`src/rtl/tpm_pkg.sv`:
```
// tpm_pkg: shared ctrl phase codes, state encoding and LFSR constants for the TPM round controller
package tpm_pkg;
  localparam int K_DEF = 2;
  localparam int N_DEF = 3;
  localparam logic [15:0] LFSR_TAPS = 16'hB400;
  localparam logic [2:0] CTRL_IDLE    = 3'b000;
  localparam logic [2:0] CTRL_INIT    = 3'b001;
  localparam logic [2:0] CTRL_COMPUTE = 3'b010;
  localparam logic [2:0] CTRL_LEARN   = 3'b100;
  localparam logic [2:0] CTRL_SYNC    = 3'b111;
  typedef enum logic [2:0] {IDLE, INIT, COMPUTE, LEARN, SYNCED, FAIL} state_t;
  function automatic logic [15:0] sat_inc(input logic [15:0] v);
    return (v == 16'hFFFF) ? v : v + 16'd1;
  endfunction
endpackage

```
`src/rtl/tpm_sync_master_if.sv`:
```
// tpm_sync_master_if: ctrl/feed/out_other bus between the round controller and its two partners
interface tpm_sync_master_if #(parameter int W = 6);
  logic [2:0]   ctrl;
  logic [W-1:0] feed;
  logic         out_a;
  logic         out_b;
  logic         out_to_a;
  logic         out_to_b;
  modport master(output ctrl, feed, out_to_a, out_to_b, input out_a, out_b);
  modport slave(input ctrl, feed, out_to_a, out_to_b, output out_a, out_b);
endinterface

```
`src/rtl/tpm_sync_master_feed_lfsr.sv`:
```
// feed_lfsr: 16-bit Fibonacci LFSR (taps 16,14,13,11, shifting left); feed is its low W bits
module feed_lfsr
  import tpm_pkg::*;
#(
  parameter logic [15:0] SEED = 16'hACE1,
  parameter int W = 6
) (
  input  logic         clk,
  input  logic         rst,
  input  logic         adv_i,
  output logic [W-1:0] feed_o
);
  logic [15:0] lfsr_q;
  always_ff @(posedge clk or posedge rst)
    if (rst) lfsr_q <= SEED;
    else if (adv_i) lfsr_q <= {lfsr_q[14:0], ^(lfsr_q & LFSR_TAPS)};
  assign feed_o = lfsr_q[W-1:0];
endmodule

```
`src/rtl/tpm_sync_master.sv`:
```
// tpm_sync_master: drives partner phases, exchanges partner outputs and tracks agreement until sync or timeout
module tpm_sync_master
  import tpm_pkg::*;
#(
  parameter int K = K_DEF,
  parameter int N = N_DEF,
  parameter logic [15:0] SEED = 16'hACE1,
  parameter int SYNC_ROUNDS = 20,
  parameter int MAX_ROUNDS = 1000
) (
  input  logic        clk,
  input  logic        rst,
  input  logic        start,
  tpm_sync_master_if.master bus,
  output logic        busy,
  output logic        synced,
  output logic        timeout,
  output logic [15:0] round_count,
  output logic [15:0] agree_streak
);
  localparam int W = K * N;
  localparam logic [15:0] PH_LAST = 16'(W);
  state_t state_q, state_d;
  logic [15:0] tmr_q, tmr_d, rc_q, rc_d, st_q, st_d;
  logic restart_q, restart_d, oa_q, oa_d, ob_q, ob_d, last, adv;
  assign last = tmr_q == PH_LAST;
  assign adv = state_d == COMPUTE && state_q != COMPUTE;
  always_comb begin
    state_d   = state_q;
    tmr_d     = tmr_q + 16'd1;
    rc_d      = rc_q;
    st_d      = st_q;
    restart_d = 1'b0;
    oa_d      = oa_q;
    ob_d      = ob_q;
    case (state_q)
      IDLE:    if (start || restart_q) state_d = INIT;
      INIT:    if (last) state_d = COMPUTE;
      COMPUTE: if (last) begin
        state_d = LEARN;
        oa_d    = bus.out_b;
        ob_d    = bus.out_a;
      end
      LEARN: begin
        rc_d    = sat_inc(rc_q);
        st_d    = (oa_q == ob_q) ? sat_inc(st_q) : 16'd0;
        state_d = (st_d == 16'(SYNC_ROUNDS)) ? SYNCED : (rc_d == 16'(MAX_ROUNDS)) ? FAIL : COMPUTE;
      end
      SYNCED:  if (start) begin
        state_d   = IDLE;
        restart_d = 1'b1;
      end
      FAIL:    if (start) state_d = INIT;
      default: state_d = IDLE;
    endcase
    if (state_d != state_q) tmr_d = 16'd0;
    // a new session starts whenever INIT is entered, whichever state it came from
    if (state_d == INIT && state_q != INIT) begin
      rc_d = 16'd0;
      st_d = 16'd0;
    end
  end
  always_ff @(posedge clk or posedge rst)
    if (rst) begin
      state_q   <= IDLE;
      tmr_q     <= 16'd0;
      rc_q      <= 16'd0;
      st_q      <= 16'd0;
      restart_q <= 1'b0;
      oa_q      <= 1'b0;
      ob_q      <= 1'b0;
    end else begin
      state_q   <= state_d;
      tmr_q     <= tmr_d;
      rc_q      <= rc_d;
      st_q      <= st_d;
      restart_q <= restart_d;
      oa_q      <= oa_d;
      ob_q      <= ob_d;
    end
  feed_lfsr #(.SEED(SEED), .W(W)) u_lfsr (.clk(clk), .rst(rst), .adv_i(adv), .feed_o(bus.feed));
  assign bus.ctrl = state_q == INIT ? CTRL_INIT : state_q == COMPUTE ? CTRL_COMPUTE :
                    state_q == LEARN ? CTRL_LEARN : state_q == SYNCED ? CTRL_SYNC : CTRL_IDLE;
  assign bus.out_to_a = oa_q;
  assign bus.out_to_b = ob_q;
  assign busy         = state_q == INIT || state_q == COMPUTE || state_q == LEARN;
  assign synced       = state_q == SYNCED;
  assign timeout      = state_q == FAIL;
  assign round_count  = rc_q;
  assign agree_streak = st_q;
endmodule

```
`src/flat_wrapper.sv`:
```
// flat-port wrapper written by rule: the top's interface ports become plain ports
module tpm_sync_master_flat import tpm_pkg::*;
#(
  parameter int K = K_DEF,
  parameter int N = N_DEF,
  parameter logic [15:0] SEED = 16'hACE1,
  parameter int SYNC_ROUNDS = 20,
  parameter int MAX_ROUNDS = 1000
)
  (clk, rst, start, busy, synced, timeout, round_count, agree_streak, bus_ctrl, bus_feed, bus_out_to_a, bus_out_to_b, bus_out_a, bus_out_b);
  tpm_sync_master_if bus_i ();
  input  logic clk;
  input  logic rst;
  input  logic start;
  output logic busy;
  output logic synced;
  output logic timeout;
  output logic [15:0] round_count;
  output logic [15:0] agree_streak;
  output wire logic [$bits(bus_i.ctrl)-1:0] bus_ctrl;
  output wire logic [$bits(bus_i.feed)-1:0] bus_feed;
  output wire logic [$bits(bus_i.out_to_a)-1:0] bus_out_to_a;
  output wire logic [$bits(bus_i.out_to_b)-1:0] bus_out_to_b;
  input wire logic [$bits(bus_i.out_a)-1:0] bus_out_a;
  input wire logic [$bits(bus_i.out_b)-1:0] bus_out_b;
  assign bus_ctrl = bus_i.ctrl;
  assign bus_feed = bus_i.feed;
  assign bus_out_to_a = bus_i.out_to_a;
  assign bus_out_to_b = bus_i.out_to_b;
  assign bus_i.out_a = bus_out_a;
  assign bus_i.out_b = bus_out_b;
  tpm_sync_master #(.K(K), .N(N), .SEED(SEED), .SYNC_ROUNDS(SYNC_ROUNDS), .MAX_ROUNDS(MAX_ROUNDS)) u_core (.clk(clk), .rst(rst), .start(start), .bus(bus_i), .busy(busy), .synced(synced), .timeout(timeout), .round_count(round_count), .agree_streak(agree_streak));
endmodule
```
`config.mk`:
```
export PLATFORM = sky130hd
export DESIGN_NAME = tpm_sync_master_flat
export DESIGN_NICKNAME = d
export VERILOG_FILES = /design/src/rtl/tpm_pkg.sv /design/src/rtl/tpm_sync_master_if.sv /design/src/rtl/tpm_sync_master_feed_lfsr.sv /design/src/rtl/tpm_sync_master.sv /design/src/flat_wrapper.sv
export SDC_FILE = /design/constraint.sdc
export NUM_CORES = 1
export LEC_CHECK = 0
export BUFFER_PORTS_ARGS = -buffer_cell sky130_fd_sc_hd__buf_2
export CAP_MARGIN = 0
export CORE_MARGIN = 3
export CORE_UTILIZATION = 50
export CTS_CLUSTER_SIZE = 40
export DETAILED_ROUTE_END_ITERATION = 7
export PLACE_DENSITY = 0.7
export SLEW_MARGIN = 5
export SYNTH_ARGS = -nofsm -noshare
export SYNTH_HDL_FRONTEND = slang
export SYNTH_HIERARCHICAL = 1
export SYNTH_SLANG_ARGS = --single-unit
```
`constraint.sdc`:
```
create_clock -name clk -period 3.2 [get_ports clk]
set_input_delay 0.16 -clock clk [delete_from_list [all_inputs] [get_ports clk]]
set_output_delay 0.16 -clock clk [all_outputs]
set_load 0.02 [all_outputs]
```
==> metrics.log <==
INFO  metric outcome = finished, final reports clean
INFO  metric synth.lib_cells_used.distinct = 58
INFO  metric fp.dieArea = 0.00954 mm^2
INFO  metric layoutNonFillerInstCount = 627
INFO  metric port_buffers = 50
INFO  metric cts.repair_timing.setup_buffer_count = 0
INFO  metric sequentialPowerShare = 0.390
INFO  metric yosys-top-cells-area = sky130_fd_sc_hd__dfrtp_1, sky130_fd_sc_hd__nor2_1, sky130_fd_sc_hd__dfstp_2, sky130_fd_sc_hd__a21oi_1, sky130_fd_sc_hd__xnor2_1
INFO  metric final_layout_size_suffix_gt1_frac = 0.246
INFO  metric number_of_failing_hold_endpoints_at_the_final_stage = 0
INFO  metric timing.hold.worst.class = input pin to register
INFO  metric area_growth = 13.7%
INFO  metric ys_dominant_reg_cell = sky130_fd_sc_hd__dfrtp_1
INFO  metric netlist_instances = 465
INFO  metric cts_tree = yes
INFO  metric setup-tns-final = 0 ns
INFO  metric worst_setup_hold_path_clk_slew = 0.08 ns
INFO  metric nNetsFinal = 529
INFO  metric finClkSkew = 0.0110 ns
INFO  metric gp_congestion = 0.886
INFO  metric synth_largest_type_area_fraction = 0.369
INFO  metric end_kind = register
INFO  metric synth-seq-cells = 70
INFO  metric wire_length_of_the_first_global_routing_pass = 17100 um
INFO  metric clk-insertion-delay-late = between 0.3 and 0.4 ns
INFO  metric cts-buffers-inserted = 9
INFO  metric timing.final.max_slew_violations = 0
INFO  metric synthesis.area_per_instance = 9.04 um^2
INFO  metric synth_area = about 0.0042 mm^2
INFO  metric cp.required = 3.43 ns
INFO  metric design.core.area = around 0.0079 mm^2
INFO  metric antenna_found_initial = 0
INFO  metric yosysWarningCount = 6
INFO  metric switching_share = 0.430
INFO  metric routed_wl = between 10000 and 15000 um
INFO  metric internal_power = 0.00195 W
INFO  metric power_switching = 0.00147 W
INFO  metric timing.critical_path.fanout_max = 17
INFO  metric cts_root_buffer = sky130_fd_sc_hd__clkbuf_8
INFO  metric grt_pass1_vias = 3534
INFO  metric place_hpwl = 7060 um
INFO  metric drv_cap = 0
INFO  metric grt.total_usage = 0.215
INFO  metric tightest_slew = 0.897 ns
INFO  metric remaining_drc_errors = 0
INFO  metric syn-num-nets = about 470
INFO  metric worst-setup-path-type = register to register
INFO  metric top_level_ports = 51
INFO  metric start_util = 0.530
INFO  metric cellLeakagePower = 2.11 nW
INFO  metric timing.slew.headroom = 0.402
INFO  metric chipHeight = 97.7 um
INFO  metric cts-htree-levels = 3
INFO  metric post_drt_via_cell_ratio = between 5 and 6
INFO  metric post_synth_most_frequent_cells = sky130_fd_sc_hd__nor2_1, sky130_fd_sc_hd__dfrtp_1, sky130_fd_sc_hd__nand2_1, sky130_fd_sc_hd__a21oi_1, sky130_fd_sc_hd__nand3_1
INFO  metric dr_total_vias = 3694
INFO  metric max_freq = 330 MHz
INFO  metric yosys.area.top_type = sky130_fd_sc_hd__dfrtp_1
INFO  metric firstDrtPassIters = 7
INFO  metric cts_buffer_depth = 2
INFO  metric ys_async_sr_fraction = 1.00
INFO  metric start_kind = register
INFO  metric finalSetupViolations = 0
INFO  metric synth-seq-area-share = 0.419
INFO  metric synth_enable_flop_cells = 0
INFO  metric num_rows = 32
INFO  metric grt_max_degree = 41
INFO  metric arrival = 3.26 ns
INFO  metric synth_most_common_cell = sky130_fd_sc_hd__nor2_1
INFO  metric irDropWorstVdd = 361 uV
INFO  metric p_comb_frac = 0.423
INFO  metric antenna-diode-count = 0
INFO  metric power-per-cell-area = 717 mW/mm^2
INFO  metric globalRoute.totalOverflow = 0
INFO  metric share_clk_of_total_power = 0.188
INFO  metric rsz0062_at_grt = no
INFO  metric detail_route.iter0.violations = 221
INFO  metric placed_cells_incl_taps = 610
INFO  metric route.detailed.wl_per_inst = around 16 um
INFO  metric power = around 0.0034 W
INFO  metric route.antenna.remaining_nets = 0
INFO  metric period_minus_slack = approximately 3.0 ns
INFO  metric timing.final.crit_share = 0.947
INFO  metric clock_sinks = 70
INFO  metric dieWidth = 97.7 um
[metal layers]
layer / track usage / up-vias / share of wire
met5: 0 / - / 0
met4: 0.0820 / 0 / 0.013
met3: 0.0445 / 16 / 0.058
met2: 0.347 / 123 / 0.48
met1: 0.286 / 1791 / 0.45
li1: - / 1764 / -
[per-stage QoR]
step | setup WS, ns | utilization | hold WS [ns] | area (um^2)
finish | 0.169 | 0.602 | 0.0475 | 4780
global route | 0.000724 | 0.602 | 0.0368 | 4780
CTS | 0.127 | 0.601 | 0.0319 | 4760
detailed placement | 0.164 | 0.578 | 0.263 | 4580
global placement | 0.238 | 0.578 | 0.251 | 4580
floorplan | 0.0207 | - | 0.0680 | 4200
[layout make-up]
cell class / instances / area [um^2]
multi-input cells: 356 / 2250
well taps: 102 / 128
flip-flops and latches: 70 / 1760
repair buffers: 73 / 425
inverters: 10 / 37.5
clock buffers: 9 / 124
fillers: 736 / 3150
clock inverters: 7 / 50.0
[final timing paths]
| kind | from | endpoint | slack (ns) | cells after the start |
|---|---|---|---|---|
| worst max-delay path | u_core/agree_streak[1]$_DFFE_PP0P_ | u_core/u_lfsr/lfsr_q[12]$_DFFE_PP0P_ | 0.17 | 10 |
| worst min-delay path | bus_out_b | u_core/bus.out_to_a$_DFFE_PP0P_ | 0.05 | 2 |
| worst max register to register | u_core/agree_streak[1]$_DFFE_PP0P_ | u_core/u_lfsr/lfsr_q[12]$_DFFE_PP0P_ | 0.17 | 10 |
| worst min register to register | u_core/u_lfsr/lfsr_q[14]$_DFFE_PP0P_ | u_core/u_lfsr/lfsr_q[14]$_DFFE_PP0P_ | 0.51 | 1 |
| max in group asynchronous | rst | u_core/state_q[2]$_DFF_PP0_ | 1.90 | 4 |
| min in group asynchronous | rst | u_core/u_lfsr/lfsr_q[3]$_DFFE_PP0P_ | 0.43 | 3 |
[power groups by stage]
| stage | registers (W) | logic, W | clock network (W) |
|---|---|---|---|
| after floorplan | 0.00144 | 0.000892 | 0 |
| after global placement | 0.00133 | 0.00141 | 0 |
| after detailed placement | 0.00135 | 0.00144 | 0 |
| after CTS | 0.00133 | 0.00144 | 0.000659 |
| after global routing | 0.00137 | 0.00157 | 0.000712 |
| final | 0.00133 | 0.00145 | 0.000642 |
[worst max-delay path, cell delays in order, from the launching register on]
cell and delay, ns:
sky130_fd_sc_hd__dfrtp_1 0.43, sky130_fd_sc_hd__ha_2 0.30, sky130_fd_sc_hd__nand4_4 0.17, sky130_fd_sc_hd__or4_4 0.57
sky130_fd_sc_hd__nand3_2 0.09, sky130_fd_sc_hd__nand4_1 0.11, sky130_fd_sc_hd__nor4_2 0.41, sky130_fd_sc_hd__nor3b_2 0.09
sky130_fd_sc_hd__o21a_1 0.21, sky130_fd_sc_hd__buf_4 0.21, sky130_fd_sc_hd__mux2_4 0.32
[registers in the layout (all words and copies together), names as in the netlist]
name / count
u_core/u_lfsr/lfsr_q: 16
u_core/agree_streak: 16
u_core/tmr_q: 16
u_core/restart_q: 1
u_core/bus.out_to_b: 1
u_core/bus.out_to_a: 1
u_core/round_count: 16
u_core/state_q: 3
[cells by family after synthesis]
logic type | share of synthesized area
compound gates | 0.121
xor+xnor | 0.0688
fa+ha+maj | 0.0119
buf+inv | 0.0485
flops | 0.419
mux | 0.0646
simple gates | 0.266
[placed cells by master, fill, tap and decap left out, drive strengths merged, types with 17 or more instances in the layout]
master	count
a21oi	34
mux2	17
nor3	17
nand2	36
buf	72
dfrtp	62
xnor2	18
o21ai	21
nand3	28
nor2	73
[timing repair]
action | in CTS | in global routing
hold buffers | 1 | 0
resized for setup | 0 | 2
endpoints found under the hold margin | 8 | 0
setup endpoints to repair | 0 | 15
No activity file was read; power rests on OpenSTA's default activity.
